File: config.mk
export PLATFORM = sky130hd
export DESIGN_NAME = drex7_sprite_fetch
export DESIGN_NICKNAME = d
export VERILOG_FILES = /design/src/rtl/drex7_sprite_fetch.sv
export SDC_FILE = /design/constraint.sdc
export NUM_CORES = 1
export LEC_CHECK = 0
export ABC_AREA = 1
export BUFFER_PORTS_ARGS = -buffer_cell sky130_fd_sc_hd__buf_2
export CORE_ASPECT_RATIO = 1.2
export CORE_MARGIN = 2
export CORE_UTILIZATION = 55
export CTS_CLUSTER_DIAMETER = 100
export DETAILED_ROUTE_END_ITERATION = 6
export PLACE_DENSITY = 0.81
export SYNTH_ARGS = -nofsm -noshare
export SYNTH_HDL_FRONTEND = slang
export SYNTH_SLANG_ARGS = --single-unit
File: constraint.sdc
create_clock -name clk -period 2.7 [get_ports clk]
set_input_delay 0.27 -clock clk [delete_from_list [all_inputs] [get_ports clk]]
set_output_delay 0.27 -clock clk [all_outputs]
set_load 0.03 [all_outputs]
File: src/rtl/drex7_sprite_fetch.sv
`default_nettype none
// ============================================================================
//  Module      : drex7_sprite_fetch
//  Description : Sprite hit test and ROM address generation for the drex7
//                sprite. Returns a palette index and an opaque flag two pixel
//                clocks after the draw coordinates. The sprite position and
//                mirror are latched once per frame, and the animation frame
//                is stepped on a frame divider.
//  Revision    : 1.0 - initial release
// ============================================================================
module drex7_sprite_fetch #(
    parameter int SPR_W     = 32,
    parameter int SPR_H     = 32,
    parameter int FRAMES    = 4,
    parameter int FRAME_DIV = 8,
    parameter int KEY_INDEX = 0
) (
    input  logic                                   clk,
    input  logic                                   reset,
    input  logic                                   frame_start,
    input  logic [9:0]                             pos_x,
    input  logic [9:0]                             pos_y,
    input  logic                                   mirror_req,
    input  logic                                   anim_en,
    input  logic [9:0]                             draw_x,
    input  logic [9:0]                             draw_y,
    input  logic                                   de,
    output logic [$clog2(FRAMES*SPR_W*SPR_H)-1:0]  rom_addr,
    input  logic [3:0]                             rom_data,
    output logic [3:0]                             pix_index,
    output logic                                   pix_opaque,
    output logic [$clog2(FRAMES)-1:0]              cur_frame
);

    localparam int c_ADDR_W  = $clog2(FRAMES*SPR_W*SPR_H);
    localparam int c_COL_W   = $clog2(SPR_W);
    localparam int c_ROW_W   = $clog2(SPR_H);
    localparam int c_FRAME_W = $clog2(FRAMES);
    localparam int c_DIV_W   = (FRAME_DIV > 1) ? $clog2(FRAME_DIV) : 1;

    localparam logic [10:0]          c_SPR_W_EXT = 11'(SPR_W);
    localparam logic [10:0]          c_SPR_H_EXT = 11'(SPR_H);
    localparam logic [c_COL_W-1:0]   c_COL_MAX   = c_COL_W'(SPR_W - 1);
    localparam logic [c_DIV_W-1:0]   c_DIV_LAST  = c_DIV_W'(FRAME_DIV - 1);
    localparam logic [c_DIV_W-1:0]   c_DIV_ONE   = c_DIV_W'(1);
    localparam logic [c_FRAME_W-1:0] c_FRAME_ONE = c_FRAME_W'(1);
    localparam logic [3:0]           c_KEY       = 4'(KEY_INDEX);

    // Shadow copies of the requested position, only updated at frame_start
    logic [9:0]           r_lx;
    logic [9:0]           r_ly;
    logic                 r_mirror;
    logic [c_DIV_W-1:0]   r_div;
    logic [c_FRAME_W-1:0] r_frame;

    // Pipeline registers
    logic                 r_hit1;
    logic [c_ADDR_W-1:0]  r_rom_addr;
    logic [3:0]           r_pix_index;
    logic                 r_pix_opaque;

    // Stage 0 combinational hit test. Subtraction is done at 11 bits so a
    // pixel left of / above the sprite shows up as a set sign bit rather
    // than wrapping to a large positive offset.
    logic [10:0]          w_dx;
    logic [10:0]          w_dy;
    logic                 w_hit;
    logic [c_COL_W-1:0]   w_col;

    assign w_dx  = {1'b0, draw_x} - {1'b0, r_lx};
    assign w_dy  = {1'b0, draw_y} - {1'b0, r_ly};
    assign w_hit = de
                 & ~w_dx[10] & (w_dx < c_SPR_W_EXT)
                 & ~w_dy[10] & (w_dy < c_SPR_H_EXT);
    assign w_col = r_mirror ? (c_COL_MAX - w_dx[c_COL_W-1:0]) : w_dx[c_COL_W-1:0];

    // Per-frame position latch and animation divider; the current pixel
    // lookup still sees the old values on a coincident frame_start.
    always_ff @(posedge clk) begin
        if (reset) begin
            r_lx     <= '0;
            r_ly     <= '0;
            r_mirror <= 1'b0;
            r_div    <= '0;
            r_frame  <= '0;
        end else if (frame_start) begin
            r_lx     <= pos_x;
            r_ly     <= pos_y;
            r_mirror <= mirror_req;
            if (anim_en) begin
                if (r_div == c_DIV_LAST) begin
                    r_div   <= '0;
                    r_frame <= r_frame + c_FRAME_ONE;
                end else begin
                    r_div   <= r_div + c_DIV_ONE;
                end
            end
        end
    end

    // Stage 1: present the ROM address for hitting pixels; hold it otherwise
    always_ff @(posedge clk) begin
        if (reset) begin
            r_hit1     <= 1'b0;
            r_rom_addr <= '0;
        end else begin
            r_hit1 <= w_hit;
            if (w_hit) begin
                r_rom_addr <= {r_frame, w_dy[c_ROW_W-1:0], w_col};
            end
        end
    end

    // Stage 2: qualify ROM data with the delayed hit and flag transparency
    always_ff @(posedge clk) begin
        if (reset) begin
            r_pix_index  <= '0;
            r_pix_opaque <= 1'b0;
        end else begin
            r_pix_index  <= r_hit1 ? rom_data : c_KEY;
            r_pix_opaque <= r_hit1 & (rom_data != c_KEY);
        end
    end

    assign rom_addr   = r_rom_addr;
    assign pix_index  = r_pix_index;
    assign pix_opaque = r_pix_opaque;
    assign cur_frame  = r_frame;

endmodule
`default_nettype wire

# Yosys cells after proc, flatten, opt, wreduce, memory -nomap -nowiden
# Index checks and enable logic that the tools add are counted.
# word_totals
word_cells,31
ff_bits,44
# op_classes
n_mux,2
reduce_logical,4
n_lt_le_gt_ge,2
eq_ne,1
bitwise_logic,8
add_sub_neg,5
# op_table
op,n
$lt 11x6->1 const B,2
$sub 10x10->11,2
$and 1x1->1,5
$mux 5,1
$sub 5x5->5 const A,1
$reduce_bool 4->1,1
$add 3x1->3 const B,1
$eq 3x3->1 const B,1
$mux 3,1
$not 1->1,3
$reduce_and 3->1,1
$add 2x1->2 const B,1
$reduce_and 2->1,1
$reduce_or 2->1,1

# Logic depth before layout (Yosys ltp)
# depth
ltp_word,6
mapped_depth,18
mapped_depth_nobuf,16

# Least setup slack after synthesis
# OpenSTA, ideal clock, no wires.
# synth_path
kind,input-to-reg
start,in draw_x[0]
end,reg r_rom_addr[6] (netlist: rom_addr[6])
required_ps,2587
setup_ps,113
arrival_time_ps,1904
path_stages,14
setup_slack_ps,683
path_cell_list,inv_1 -> ha_1 -> fa_1 -> inv_1 -> nand2_1 -> nand2_1 -> nand3_1 -> nand3_1 -> nand4_1 -> nor2_4 -> nand3_4 -> buf_6 -> nor2_1 -> nor2_1
# synth_between
elab_chain_cells,6
word_cells_on_any_way,7
classes_between,1 x add/sub; 1 x order compare; 5 x bitwise
# synth_lines
item,line,source
"start, declared",25,"input logic [9:0] draw_x,"
$sub 10x10->11 *,70,"assign w_dx = {1'b0, draw_x} - {1'b0, r_lx};"
"parallel branches: the longest is 2 deep, another holds $lt 11x6->1",n/a,
$and 1x1->1 *,73,& ~w_dx[10] & (w_dx < c_SPR_W_EXT)
$and 1x1->1 * (2 in a row),74,& ~w_dy[10] & (w_dy < c_SPR_H_EXT);
"end signal, assigned",109,"r_rom_addr <= {r_frame, w_dy[c_ROW_W-1:0], w_col};"
"end, declared",58,logic [c_ADDR_W-1:0] r_rom_addr;
# Every way passes the cells marked *.
# A chain may end at the register's enable or synchronous reset.

# Final worst setup path
# layout_path
start,reg r_lx[0]
end,reg r_rom_addr[0] (netlist: rom_addr[0])
# layout_between
elab_chain_cells,6
word_cells_on_any_way,9
classes_between,2 x add/sub; 1 x order compare; 1 x mux; 5 x bitwise
# layout_lines
item,line,source
"start, declared",50,logic [9:0] r_lx;
"start signal, assigned",87,r_lx <= pos_x;
$sub 10x10->11 *,70,
"parallel branches: the longest is 5 deep, another holds $lt 11x6->1",n/a,
# Marked as above.

==> impl_metrics.py <==
metrics = {
    "outcome": {
        "status": "finished, final reports clean",
    },
    "timing": {
        "fmax_ghz": 0.435,
        "period_needed_ns": 2.30,
        "slew_violations": 0,
        "hold_slack_ns": 0.190,
        "slew_headroom_pct": 78.1,
        "period_share_pct": 85.1,
        "tightest_slew_ns": 0.328,
        "skew_ns": 0.00494,
        "hold_violations": 0,
        "tns_ns": 0,
        "setup_viol": 0,
        "rsz0062_at_grt": "false",
        "setup_ws_ns": 0.402,
    },
    "logic_synthesis": {
        "synthMuxAreaShare_pct": 0,
        "synthFlopType": "dfxtp_1",
        "synth_top_family_by_area": "simple AND/OR/NAND/NOR gates",
        "synth-seq-cells": 44,
        "synth-xor-area-share_pct": 3.48,
        "synth_edf_count": 0,
        "yosysWarnings": 0,
        "async_reset_ff_share_pct": 0,
        "synth_compound_area_share_pct": 10.6,
        "yosys.area.top_type": "dfxtp_1",
        "syn_inst": 466,
        "synth_area_leaders": "dfxtp_1, nand2_1, inv_1, ha_1, nor2_1",
        "synth.top_cell.area_share_pct": 29.2,
        "synth_area_mm2": 0.00302,
        "synth-adder-area-share_pct": 10.4,
        "synthSimpleGateAreaFrac_pct": 32.4,
        "synth.most_common_cell": "nand2_1",
        "synth.top_cells.by_count": "nand2_1, inv_1, nor2_1",
        "syn-mean-instance-area_um2": 6.48,
        "ys_seq_area_share_pct": 29.2,
        "synth_nets": 540,
        "synth_cell_types": 27,
    },
    "grt": {
        "grt_pass1_wl_um": 10900,
        "track_usage_pct": 21.9,
        "overflow": 0,
        "grt_pass1_vias": 2778,
        "antenna_found_initial": 0,
        "grt_max_degree": 38,
    },
    "setup_path": {
        "end_kind": "flop",
        "arrival_ns": 2.50,
        "cp-start-kind": "flop",
        "timing.rr.end": "rom_addr[0]",
        "required_ns": 2.90,
        "cp_max_fo": 10,
        "rr_startpoint": "r_lx[0]",
        "ff2ff_setup_slack_ns": 0.40,
        "r2r_cells": 14,
        "crit_type": "reg2reg",
    },
    "die": {
        "die_h_um": 85.2,
        "coreArea_mm2": 0.00530,
        "io_pins": 69,
        "rows": 29,
        "start_util_pct": 57.0,
        "dieWidth_um": 71.7,
        "die_area_mm2": 0.00610,
    },
    "clocking": {
        "cts_resized": 0,
        "clk_pin_slew_ns": 0.08,
        "clkLatencyLatePin_ns": 0.30,
        "clk_path_buf_depth": 2,
        "clock-root-buffer": "clkbuf_8",
        "post_cts.repair.setup_buffers": 0,
        "cts_hold_buffers": 0,
        "cts_tree": "done",
        "cts_buffers": 5,
        "cts_sinks": 44,
        "h-tree-depth": 2,
    },
    "detailed_routing": {
        "finalWirelength_um": 6420,
        "drc": 0,
        "wl_per_cell_um": 10.8,
        "drt_iter0_markers": 106,
        "drtPass1Iterations": 4,
        "vias": 2918,
        "ant_nets": 0,
        "routed_via_density": 4.90,
    },
    "power_and_ir_drop": {
        "leakage_uw": 0.00191,
        "combPwrFrac_pct": 28.7,
        "intPower_uw": 1140,
        "p_sw_share_pct": 32.6,
        "seq_power_share_pct": 40.5,
        "clkPwrFrac_pct": 30.7,
        "cellPowerDensity_mw_per_mm2": 480,
        "p_switching_uw": 549,
        "vdd_drop_max_mv": 0.355,
    },
    "place": {
        "dpl_worst_slack_ns": 0.298,
        "routabilityCongestion": 0.848,
        "dp_cells": 588,
        "port_buffers": 68,
        "post-dp-hpwl_um": 5080,
    },
    "layout": {
        "stdcell_count": 596,
        "nets": 607,
        "n_antenna_cell": 0,
        "drive_gt1_share_pct": 20.0,
        "area_growth_pct": 16.5,
    },
    "job": {
        "maxCapViolations": 0,
    },
    "hold_path": {
        "hp-class": "in2reg",
        "hp-start": "mirror_req",
        "whs_path_depth": 3,
        "hold_end": "r_mirror",
    },
}
area by class of cell:
class | instances | area, µm²
repair buffers | 71 | 363
well taps | 62 | 77.6
inverters | 97 | 364
flip-flops and latches | 44 | 881
multi-input cells | 314 | 1720
clock buffers | 5 | 68.8
clock inverters | 3 | 47.5
fillers | 487 | 1780
flip-flops by register name, summed over array words and instances, names as in the netlist:
register	cells
pix_opaque	1
r_div	3
rom_addr	12
r_ly	10
r_lx	10
pix_index	4
cur_frame	2
r_hit1	1
r_mirror	1
power groups by stage:
| stage | Sequential (µW) | Combinational, µW | Clock (µW) |
|---|---|---|---|
| final | 684 | 485 | 518 |
| after global routing | 687 | 554 | 553 |
| after CTS | 684 | 484 | 533 |
| after detailed placement | 699 | 481 | 0 |
| after global placement | 698 | 471 | 0 |
| after floorplan | 695 | 373 | 0 |
through the flow:
step	power [µW]	util [%]	instance area, µm²
CTS	1700	66.4	3520
finish	1690	66.4	3520
global route	1790	66.4	3520
floorplan	1070	-	3020
global placement	1170	64.2	3400
detailed placement	1180	64.2	3400
cell usage in the layout, fill, tap and decap left out, drive strengths merged:
| cell type | n |
|---|---|
| bufinv | 1 |
| o21ai | 25 |
| buf | 71 |
| xor2 | 5 |
| xnor2 | 7 |
| a21o | 1 |
| dfxtp | 44 |
| a41oi | 1 |
| or2 | 1 |
| clkinv | 2 |
| o21bai | 2 |
| nand3 | 36 |
| inv | 97 |
| nand2 | 114 |
| nor2 | 56 |
| a21oi | 31 |
| fa | 2 |
| clkbuf | 5 |
| nand4 | 8 |
| ha | 22 |
| nor3 | 3 |
metal layers:
layer | vias up | wire [µm] | GRT usage (%)
met4 | 0 | 112 | 7.89
met2 | 60 | 3300 | 41.3
li1 | 1571 | - | -
met5 | - | 0 | 0
met1 | 1278 | 2790 | 24.3
met3 | 9 | 218 | 3.44
critical path: stages (launching register included):
cell and delay [ns]:
dfxtp_1 0.32, ha_1 0.21, fa_1 0.41, inv_1 0.12
nand2_1 0.06, nand2_1 0.08, nand3_1 0.10, nand3_1 0.13
nand2_1 0.08, nor2_1 0.08, nand3_1 0.12, nor2_4 0.26
nand3_1 0.12, nand2_1 0.08, nor2_1 0.04
cell families (layout without fill, tap and decap cells):
group / Yosys count / in the layout
adders and majority gates: 24 / 24
DFF: 44 / 44
xor gates and xnor gates: 12 / 12
and+or+nand+nor: 218 / 218
AOI/OAI and AO/OA: 60 / 60
buffers and inverters: 108 / 176
worst max-delay path by stage:
stage	startpoint	to	slack, ns	depth (start not counted)
3_3_place_gp	draw_x[0]	rom_addr[7]	0.36	16
6_report	r_lx[0]	rom_addr[0]	0.40	14
2_1_floorplan	draw_x[0]	rom_addr[6]	0.68	14
5_1_grt	r_lx[0]	rom_addr[1]	0.12	14
3_5_place_dp	draw_x[0]	rom_addr[2]	0.30	16
4_1_cts	r_lx[0]	rom_addr[2]	0.38	14
Power figures use the tool's default switching activity.
